`src/rtl/fine_time_pulse_gen.sv`:
```
// fine_time_pulse_gen
//   Test-pulse transmitter for the 32-slice fine-time discriminator channel.
//   Each clock it emits one 32-bit slice pattern word (bit k = slice k, slice 0
//   earliest). A pulse starts at slice START and is WIDTH slices long. If it
//   runs past slice 31, the remainder spills into the low bits of the next word.
//   Pulses repeat every PERIOD clocks, for BURST pulses (0 = until ABORT).
//
// Ports
//   clk       50 MHz system clock, all logic on posedge
//   rst       asynchronous active-low reset
//   DataIn    local bus write data
//   Address   local bus address; this block decodes {Ch, 2'bxx}
//   Read      local bus read strobe
//   Write     local bus write strobe (one clk wide)
//   DataOut   local bus read data, 0 unless Read high and Address hits (wired-OR bus)
//   Pattern   registered slice pattern word
//   Expected  registered one-hot of the leading-edge slice (only with Marker)
//   Marker    one-clock flag on the first word of each pulse
//   Busy      high whenever the sequencer is not idle
//
// Register map (word offset = Address[1:0])
//   0 CTRL   W: bit0 GO, bit1 ABORT (self-clearing)    R: {Busy, 31'b0}
//   1 SHAPE  START[4:0], WIDTH[13:8]                  R: stored value
//   2 PERIOD [15:0] clocks between leading edges
//   3 BURST  [15:0] pulse count, 0 = continuous       R: {SENT, BURST}
//
// Bus protocol: a write is a single-cycle strobe. Write high with a matching
// Address commits DataIn on that posedge; there is no back-pressure, so every
// strobe is accepted. Reads are combinational and side-effect free.
module fine_time_pulse_gen #(
  parameter logic [5:0]  Ch        = 6'd0,
  parameter logic [15:0] DefPeriod = 16'd50
) (
  input  logic        clk,
  input  logic        rst,
  input  logic [31:0] DataIn,
  input  logic [7:0]  Address,
  input  logic        Read,
  input  logic        Write,
  output logic [31:0] DataOut,
  output logic [31:0] Pattern,
  output logic [31:0] Expected,
  output logic        Marker,
  output logic        Busy
);

  typedef enum logic [1:0] {
    S_IDLE  = 2'd0,
    S_FIRE  = 2'd1,
    S_SPILL = 2'd2,
    S_WAIT  = 2'd3
  } state_t;

  state_t      state_q, state_d;
  logic [31:0] shape_q, shape_d;
  logic [15:0] period_q, period_d;
  logic [15:0] burst_q, burst_d;
  logic [15:0] sent_q, sent_d;
  logic [15:0] remain_q, remain_d;
  logic        cont_q, cont_d;
  logic [15:0] cnt_q, cnt_d;
  logic [4:0]  snap_start_q, snap_start_d;
  logic [5:0]  snap_width_q, snap_width_d;
  logic [15:0] snap_period_q, snap_period_d;
  logic [31:0] pattern_q, pattern_d;
  logic [31:0] expected_q, expected_d;
  logic        marker_q, marker_d;

  logic        hit;
  logic        wr_hit;
  logic        go;
  logic        abort;
  logic [5:0]  width_clamp;
  logic [15:0] period_clamp;
  logic [63:0] ones_w;
  logic [63:0] mask;
  logic [6:0]  end_sum;
  logic        period_end;

  assign hit    = (Address[7:2] == Ch);
  assign wr_hit = Write && hit;
  assign abort  = wr_hit && (Address[1:0] == 2'b00) && DataIn[1];
  // ABORT beats a GO carried in the same write.
  assign go     = wr_hit && (Address[1:0] == 2'b00) && DataIn[0] && !abort;

  // Clamped view of the live registers, captured whenever a pulse is started.
  assign width_clamp  = (shape_q[13:8] == 6'd0)  ? 6'd1 :
                        (shape_q[13:8] > 6'd32)  ? 6'd32 : shape_q[13:8];
  assign period_clamp = (period_q < 16'd2) ? 16'd2 : period_q;

  // The pulse occupies bits [start, start+width) of a 64-bit two-word window:
  // the low half is the FIRE word, the high half the SPILL word.
  assign ones_w  = (64'd1 << snap_width_q) - 64'd1;
  assign mask    = ones_w << snap_start_q;
  assign end_sum = {2'b00, snap_start_q} + {1'b0, snap_width_q};

  // The period counter is loaded with PERIOD-1 on the leading-edge word and
  // counts in both SPILL and WAIT, so leading edges are exactly PERIOD apart
  // even when PERIOD is 2 and the pulse spills.
  assign period_end = (cnt_q <= 16'd1);

  always_comb begin
    state_d       = state_q;
    shape_d       = shape_q;
    period_d      = period_q;
    burst_d       = burst_q;
    sent_d        = sent_q;
    remain_d      = remain_q;
    cont_d        = cont_q;
    cnt_d         = cnt_q;
    snap_start_d  = snap_start_q;
    snap_width_d  = snap_width_q;
    snap_period_d = snap_period_q;
    pattern_d     = 32'd0;
    expected_d    = 32'd0;
    marker_d      = 1'b0;

    if (wr_hit) begin
      case (Address[1:0])
        2'b01:   shape_d  = DataIn;
        2'b10:   period_d = DataIn[15:0];
        2'b11:   burst_d  = DataIn[15:0];
        default: ;
      endcase
    end

    case (state_q)
      S_IDLE: begin
        if (go) begin
          state_d       = S_FIRE;
          remain_d      = burst_q;
          cont_d        = (burst_q == 16'd0);
          sent_d        = 16'd0;
          snap_start_d  = shape_q[4:0];
          snap_width_d  = width_clamp;
          snap_period_d = period_clamp;
        end
      end
      S_FIRE: begin
        pattern_d  = mask[31:0];
        expected_d = 32'd1 << snap_start_q;
        marker_d   = 1'b1;
        sent_d     = sent_q + 16'd1;
        cnt_d      = snap_period_q - 16'd1;
        if (!cont_q) remain_d = remain_q - 16'd1;
        state_d    = (end_sum > 7'd32) ? S_SPILL : S_WAIT;
      end
      S_SPILL, S_WAIT: begin
        if (state_q == S_SPILL) pattern_d = mask[63:32];
        if (period_end) begin
          cnt_d = 16'd0;
          if (!cont_q && (remain_q == 16'd0)) begin
            state_d = S_IDLE;
          end else begin
            state_d       = S_FIRE;
            snap_start_d  = shape_q[4:0];
            snap_width_d  = width_clamp;
            snap_period_d = period_clamp;
          end
        end else begin
          cnt_d   = cnt_q - 16'd1;
          state_d = S_WAIT;
        end
      end
      default: state_d = S_IDLE;
    endcase

    // ABORT drops everything on its write edge; a pulse that would have been
    // emitted on this edge is not emitted and not counted.
    if (abort) begin
      state_d    = S_IDLE;
      sent_d     = sent_q;
      pattern_d  = 32'd0;
      expected_d = 32'd0;
      marker_d   = 1'b0;
    end
  end

  always_ff @(posedge clk or negedge rst) begin
    if (!rst) begin
      state_q       <= S_IDLE;
      shape_q       <= 32'h0000_0100;
      period_q      <= DefPeriod;
      burst_q       <= 16'd1;
      sent_q        <= 16'd0;
      remain_q      <= 16'd0;
      cont_q        <= 1'b0;
      cnt_q         <= 16'd0;
      snap_start_q  <= 5'd0;
      snap_width_q  <= 6'd1;
      snap_period_q <= 16'd2;
      pattern_q     <= 32'd0;
      expected_q    <= 32'd0;
      marker_q      <= 1'b0;
    end else begin
      state_q       <= state_d;
      shape_q       <= shape_d;
      period_q      <= period_d;
      burst_q       <= burst_d;
      sent_q        <= sent_d;
      remain_q      <= remain_d;
      cont_q        <= cont_d;
      cnt_q         <= cnt_d;
      snap_start_q  <= snap_start_d;
      snap_width_q  <= snap_width_d;
      snap_period_q <= snap_period_d;
      pattern_q     <= pattern_d;
      expected_q    <= expected_d;
      marker_q      <= marker_d;
    end
  end

  assign Busy     = (state_q != S_IDLE);
  assign Pattern  = pattern_q;
  assign Expected = expected_q;
  assign Marker   = marker_q;

  always_comb begin
    DataOut = 32'd0;
    if (Read && hit) begin
      case (Address[1:0])
        2'b00:   DataOut = {Busy, 31'd0};
        2'b01:   DataOut = shape_q;
        2'b10:   DataOut = {16'd0, period_q};
        default: DataOut = {sent_q, burst_q};
      endcase
    end
  end

endmodule

```
`config.mk`:
```
export PLATFORM = sky130hd
export DESIGN_NAME = fine_time_pulse_gen
export DESIGN_NICKNAME = d
export VERILOG_FILES = /design/src/rtl/fine_time_pulse_gen.sv
export SDC_FILE = /design/constraint.sdc
export NUM_CORES = 1
export LEC_CHECK = 0
export ABC_AREA = 1
export CORE_UTILIZATION = 45
export CTS_BUF_LIST = sky130_fd_sc_hd__clkbuf_4
export CTS_CLUSTER_DIAMETER = 30
export DETAILED_ROUTE_END_ITERATION = 12
export SYNTH_ARGS = -nofsm -noshare
export SYNTH_HDL_FRONTEND = slang
export SYNTH_SLANG_ARGS = --single-unit
```
`constraint.sdc`:
```
create_clock -name clk -period 7.8 [get_ports clk]
set_clock_uncertainty 0.15 [all_clocks]
set_input_delay 1.17 -clock clk [delete_from_list [all_inputs] [get_ports clk]]
set_output_delay 1.17 -clock clk [all_outputs]
set_load 0.05 [all_outputs]
```
Word level (Yosys, flattened, before mapping)
Index checks and enable logic that the tools add are counted.
{"block": "word_totals", "input_bits": 44, "elab_cells": 103, "regBits": 207}
{"block": "classes", "magnitude_cmp": 4, "n_reduce_logical": 27, "addsub": 6, "eq_ne": 11, "mux": 37, "n_shift": 3, "bitwise": 1}
{"op": "$mux W32", "count": 5}
{"op": "$mux W16", "count": 8}
{"op": "$pmux W16 S2", "count": 4}
{"op": "$pmux W32 S3", "count": 1}
{"op": "$pmux W32 S2", "count": 1}
{"op": "$shl A1 B6 Y64 const A", "count": 1}
{"op": "$shl A64 B5 Y64", "count": 1}
{"op": "$sub A64 B1 Y64 const B", "count": 1}
{"op": "$sub A16 B1 Y16 const B", "count": 3}
{"op": "$logic_not A16 Y1", "count": 2}
{"op": "$shl A1 B5 Y32 const A", "count": 1}
{"op": "$mux W6", "count": 5}
{"op": "$add A16 B1 Y16 const B", "count": 1}
{"op": "$le A16 B1 Y1 const B", "count": 1}
{"op": "$lt A16 B2 Y1 const B", "count": 1}
{"op": "$mux W5", "count": 3}
{"op": "$logic_not A6 Y1", "count": 2}
{"op": "$pmux W6 S2", "count": 1}
{"op": "$pmux W5 S2", "count": 1}
{"op": "$eq A2 B2 Y1 const B", "count": 4}
{"op": "$ne A2 B2 Y1 const B", "count": 4}
{"op": "$reduce_and A2 Y1", "count": 4}
{"op": "$reduce_bool A2 Y1", "count": 4}
{"op": "$add A5 B6 Y7", "count": 1}
{"op": "other kinds (14)", "count": 29}

Logic depth before layout (Yosys ltp)
Gate-level depths: netlist of run 1.
{"block": "logic_depth", "ltp_word": 9, "mapped_depth": 23, "ltp_nobuf": 22}

Least setup slack after synthesis of run 1
No wires, ideal clock.
{"block": "synth_path", "kind": "in2out", "start": "input port Address[1]", "end": "output port DataOut[5]", "path_slack_ps": 3718, "path_stages": 5, "arrival_time_ps": 2762, "path_buffers": 1, "cell_sequence": "inv_1 > nor2_1 > clkbuf_1 > nand2_1 > a31oi_1"}
{"block": "synth_via", "elab_chain_len": 3, "word_cells_on_any_way": 5}
{"item": "start, declared", "line_no": "37", "rtl": "input logic [7:0] Address,"}
{"item": "$eq A2 B2 Y1, or another cell as far along", "line_no": "221", "rtl": "case (Address[1:0])"}
{"item": "$pmux W32 S3 *", "line_no": "221"}
{"item": "$mux W32 *", "line_no": "220", "rtl": "if (Read && hit) begin"}
{"item": "end, declared", "line_no": "40", "rtl": "output logic [31:0] DataOut,"}
Every way passes the cells marked *; elsewhere a longest branch is shown, timed or not.

Worst setup path in the final report of run 1
{"block": "layout_path", "start": "input port Address[0]", "end": "output port DataOut[0]"}
Same word-level chain as after synthesis.

==> metrics.txt, run 1 <==
R2R Path Start=snap_width_q[1]; Detail Placement HPWL=approximately 42000 um; cell row count=67; routability cong.=0.9826; Die Ht=around 190 um; critical path type=input port to primary output; DR vias/cell=5.754; crit start category=input port; DRT iter0 DRCs=1748; Crit. End Element=primary output; WL met1=24040 um; count of pins over their slew limit=0; worst hold start=shape_q[0]; post-synth top area share=31.93%; Total Routed Length=57560 um; met2 wire len=27080 um; worst-skew pair later-pin latency=770 ps; IO buf count=141; Post-Syn Area=15670 um^2; post-CTS setup buffers=0; leakage power total=8.742 nW; crit-path max FO=32; Worst Hold End=shape_q[0]; Final nets=roughly 2600; hold depth=2; Synth Instances=2433; Reg clk slew, reported paths=approximately 80 ps; total power=6.771 mW; setup TNS=0 ps; Slew headroom=approximately 12%; most common cell after layout, fill and taps aside=nand2_1; Post-route DRC=0; placed cell area=17290 um^2; Root Driver=clkbuf_4; CTS tree=built; number of distinct library cells after synthesis=58; cell taking the most area after synthesis=dfrtp_1; first-pass GRT wire length=92090 um; fmax=183.1 MHz; Max Cap Viol=0; antenna viol nets, final=0; clock buffer depth=3; GRT Util Overall=around a third; initial core utilization=46.28%; Post-synth EDFFs=0; Max Used Layer=met4; clock period minus worst slack=around 5500 ps; cts bufs inserted=60; synthesized area per cell=approximately 6.4 um^2; final instance area=18070 um^2; final hold violation count=0; final worst-path cycle share=a little over two thirds; vias in the first global route=16620; area delta synth->final=15.29%; YS warnings=0; Met3 Routed Length=4018 um; HP Class=register to register; reg-to-reg setup timing slack=around 2900 ps; Seq/Total Area, Yosys=33.11%; initial antenna violation count=2; fin worst setup slack=2339 ps; share of cells above drive strength 1=about 8.0%; largest net degree at the start of global routing=129; worst-case reg-to-reg path depth=17; H-tree levels=2; worst r2r dst=Pattern[20]; final-report setup violation count=0; Async S/R FF share, synth=100.0%; Main synth FF type=dfrtp_1; routed len/inst=19.06 um; DRT Pass-1 Iters=5; cts hold-fix bufs=0; # IOs=142; Synth area leaders=dfrtp_1 (32%), nand3_1 (17%), nand2_1 (14%), nor2_1 (5.6%), inv_1 (4.4%); routed vias=between 15000 and 20000; pwr dens=around 370 nW/um^2; Core Region=33870 um^2; die width=about 190 um; status=finished clean; syn_nets=2489; GR Overflow Total=0; cts repair resizes=0; Die Area=roughly 36000 um^2; WP data required=6480 ps; most frequent cells in the layout=nand2_1 (594), nand3_1 (540), nor2_1 (228), dfrtp_1 (196), inv_1 (181); Place WS=2363 ps; pin slew with the least headroom to its limit=about 1300 ps; RSZ-0062 raised after global routing=no; FF+latch count, synth=207; TritonCTS Sinks=207; critical path arrival=just over 4000 ps; Hold Slack=340.5 ps; Max VDD drop=about 170 uV
[routing by layer]
layer	up-vias	GRT usage [%]
met1	8092	42.42
li1	8415	-
met2	731	54.31
met5	-	0
met4	0	14.21
met3	134	5.532
[state kept, by name, indices dropped and copies added, names as in the netlist]
| register | count |
|---|---|
| state_q | 2 |
| burst_q | 16 |
| Expected | 32 |
| sent_q | 16 |
| cont_q | 1 |
| period_q | 16 |
| Pattern | 32 |
| snap_width_q | 6 |
| remain_q | 16 |
| snap_start_q | 5 |
| snap_period_q | 16 |
| cnt_q | 16 |
| Marker | 1 |
| shape_q | 32 |
[through the flow]
stage                     util [%]  cells
final                        53.35   3019
after global routing         53.35   3019
after CTS                    53.32   3015
after detailed placement     51.06   2907
after global placement       51.06   2907
after floorplan                  -   2433
[final cells by class]
type / instances / area, um^2
Antenna cell: 4 / 10.01
Clock buffer: 78 / 585.6
Clock inverter: 30 / 181.4
Fill cell: 3543 / 15800
Inverter: 197 / 742.0
Multi-Input combinational cell: 1887 / 9176
Sequential cell: 207 / 5194
Tap cell: 448 / 560.5
Timing Repair Buffer: 168 / 1619
[synth_stat cells (10+ instances only)]
| master | count |
|---|---|
| ha_1 | 11 |
| a21oi_1 | 88 |
| buf_1 | 35 |
| mux2_2 | 16 |
| xor2_1 | 22 |
| buf_2 | 20 |
| nand4_1 | 75 |
| o22ai_1 | 14 |
| clkbuf_1 | 83 |
| nor2_2 | 17 |
| nand2_1 | 594 |
| xnor2_1 | 15 |
| o21ai_0 | 110 |
| o21ai_1 | 15 |
| nor3_1 | 29 |
| a31oi_1 | 21 |
| inv_2 | 10 |
| dfrtp_1 | 200 |
| inv_1 | 182 |
| nor4_1 | 18 |
| nand3_1 | 541 |
| nor2_1 | 232 |
[how the worst max path moves through the flow]
stage	from	endpoint	slack [ps]	depth (start not counted)
floorplan	Address[1]	DataOut[5]	3720	5
global placement	Address[5]	DataOut[8]	2410	7
detailed placement	Address[0]	DataOut[0]	2360	8
CTS	Address[0]	DataOut[0]	2350	8
global route	Address[0]	DataOut[0]	2160	8
finish	Address[0]	DataOut[0]	2340	8
[logic make-up (layout without fill, tap and decap cells)]
logic type | after synthesis | in the layout | share of synthesized area [%]
muxes | 18 | 18 | 1.277
other | 0 | 4 | 0
DFF | 207 | 207 | 33.11
AOI/OAI and AO/OA | 280 | 280 | 9.812
adders and majority gates | 12 | 12 | 1.006
xor gates and xnor gates | 38 | 38 | 2.172
and+or+nand+nor | 1539 | 1539 | 44.19
buffers and inverters | 339 | 473 | 8.439
[critical path, stage by stage]
cell and delay, ps:
clkdlybuf4s50_1 530, inv_1 80, nor2_2 990, inv_1 150, nor2_1 140, a221oi_1 70
nor2_1 150, clkdlybuf4s50_1 850
[power breakdown]
part           total (mW)  switching (mW)  internal (mW)
combinational        4.32            3.05           1.27
clock                1.03           0.489          0.537
sequential           1.42           0.152           1.27
No activity file was read; power rests on OpenSTA's default activity.
==> inputs of run 2 (changes only) <==
==> constraint.sdc (replaced) <==
create_clock -name clk -period 5.59 [get_ports clk]
set_clock_uncertainty 0.15 [all_clocks]
set_input_delay 0.8385 -clock clk [delete_from_list [all_inputs] [get_ports clk]]
set_output_delay 0.8385 -clock clk [all_outputs]
set_load 0.05 [all_outputs]
==> run 2 against run 1 <==
Against the previous run:
- the flow now finishes with violations (negative hold slack)
- combinational power rose by 41%
- register-to-register slack lost 1100 ps
- worst hold slack worse by 390 ps
- total power up 40%
- largest power group unchanged
- die area is the same
- critical endpoint is now DataOut[31]
- global-route usage barely moved
- largest cell class unchanged
- sequential cell count unchanged
==> metrics.txt, run 2 (synthesis results as in run 1) <==
critical path arrival=3510 ps (-630 ps); Clock Power Share=14.8% (-0.3 points); failing checks=negative hold slack; Max VDD drop=284.9 uV (+69%); Root Driver=clkbuf_4; worst-skew pair later-pin latency=750 ps (-20 ps); fill count=3528 (-0.42%); count of pins over their slew limit=0 (unchanged); Hold Slack=-51.24 ps (-391.8 ps); critical path type=input port to primary output; cts bufs inserted=56 (-6.7%); die width=188.6 um (unchanged); setup TNS=0 ps (unchanged); initial antenna violation count=2 (unchanged); post-CTS setup buffers=0 (unchanged); initial core utilization=46.28% (unchanged); vias in the first global route=16820 (+1.2%); routed vias=17420 (+0.26%); crit start category=input port; IO buf count=141 (unchanged); Slew headroom=25.19% (+14 points); DRT iter0 DRCs=1872 (+7.1%); Buf/Inv on CP=3 (-1); WP data required=4600 ps (-1880 ps); leakage power total=8.778 nW (+0.41%); Reg clk slew, reported paths=60 ps (-20 ps); GRT Util Overall=32.96% (about the same); clock buffer depth=3 (unchanged); Largest delay share family, worst path=buffers and inverters; most common cell after layout, fill and taps aside=nand2_1; Max Cap Viol=0 (unchanged); largest net degree at the start of global routing=115 (-11%); Post-route DRC=0 (unchanged); routed len/inst=19.17 um (+0.55%); first-pass GRT wire length=92240 um (+0.16%); cts hold-fix bufs=0 (unchanged); CTS tree=built; H-tree levels=2 (unchanged); final-report setup violation count=0 (unchanged); worst path cell trace=clkdlybuf4s50_1 -> nor2_1 -> nand2_1 -> nor3_2 -> nand2_1 -> buf_4 -> nor3_1 -> clkdlybuf4s50_1; final worst-path cycle share=80.40%; R2R Path Start=snap_width_q[0]; Detail Placement HPWL=42910 um (+2.2%); critical path launch point=Address[3]; slowest stage delay, CP=830 ps (-160 ps); critical path's slowest cell=clkdlybuf4s50_1; fin worst setup slack=1096 ps (-1243 ps); Total Routed Length=57930 um (+0.65%); crit-path max FO=17 (-47%); most frequent cells in the layout=nand2_1 (594), nand3_1 (540), nor2_1 (228), dfrtp_1 (196), inv_1 (181); Core Region=33870 um^2 (unchanged); status=finished with violations; Die Ht=188.6 um (unchanged); switch share=54.19% (-0.39 points); Place WS=1121 ps (-1242 ps); power share of the combinational group=64.1% (+0.2 points); antenna viol nets, final=0 (unchanged); total power=9.455 mW (+40%); net switching power=5.124 mW (+39%); # IOs=142 (unchanged); DRT Pass-1 Iters=8 (+3); Int Pwr=4.332 mW (+41%); Crit. End Element=primary output; Final nets=2584 (+0.27%); sequential share of power=21.0% (about the same); area delta synth->final=15.67%; share of cells above drive strength 1=8.324% (+0.34 points); pwr dens=521.6 nW/um^2 (+39%); final hold violation count=12 (+12); cell row count=67 (unchanged); TritonCTS Sinks=207 (unchanged); pin slew with the least headroom to its limit=1119 ps (-206.3 ps); fmax=between 200 and 250 MHz; Die Area=35580 um^2 (unchanged); DR vias/cell=5.763 (+0.16%); RSZ-0062 raised after global routing=no; routability cong.=1.001 (+1.9%); clock period minus worst slack=between 4000 and 5000 ps; HP Class=input port to asynchronous set/reset pin; GR Overflow Total=0 (unchanged); cts repair resizes=0 (unchanged)
## run 2: final cells by class
cell class | instances | area (um^2) | area share (%)
Multi-Input combinational cell | 1887 | 9176 | 50.62
Sequential cell | 207 | 5194 | 28.65
Timing Repair Buffer | 179 | 1702 | 9.386
Inverter | 197 | 742.0 | 4.093
Clock buffer | 82 | 615.6 | 3.396
Tap cell | 448 | 560.5 | 3.092
Clock inverter | 19 | 131.4 | 0.7247
Antenna cell | 3 | 7.507 | 0.04141
## run 2: metrics by stage
stage          std cells  util, %  cell area (um^2)  hold WS (ps)
6_report            3022    53.53             18130        -51.24
3_5_place_dp        2918    51.30             17370         324.2
4_1_cts             3019    53.51             18120         7.697
3_3_place_gp        2918    51.30             17370         323.2
2_1_floorplan       2433        -             15670         303.0
5_1_grt             3021    53.52             18130         8.617
## run 2: power groups by stage
stage          logic, mW  registers [mW]  clock network [mW]
5_1_grt             6.70            2.02                1.52
3_5_place_dp        5.95            2.01                   0
3_3_place_gp        5.92            2.01                   0
2_1_floorplan       3.91            2.27                   0
6_report            6.07            1.99                1.40
4_1_cts             5.97            1.99                1.44
## run 2: worst paths after layout
kind | endpoint | cells after the start | slack, ps
setup / recovery | DataOut[31] | 8 | 1100
hold / removal | snap_width_q[2] | 1 | -50
setup reg to reg | Pattern[8] | 18 | 1740
hold reg to reg | shape_q[0] | 2 | 350
max in group asynchronous | Pattern[20] | 2 | 4060
min in group clk | shape_q[0] | 2 | 350
## run 2: layer usage
layer | up-vias | track usage (%) | part of all wire (%)
met3 | 130 | 5.420 | 6.8
met1 | 8134 | 42.12 | 42
li1 | 8404 | - | -
met4 | 0 | 13.55 | 3.9
met5 | - | 0 | 0
met2 | 749 | 55.15 | 48
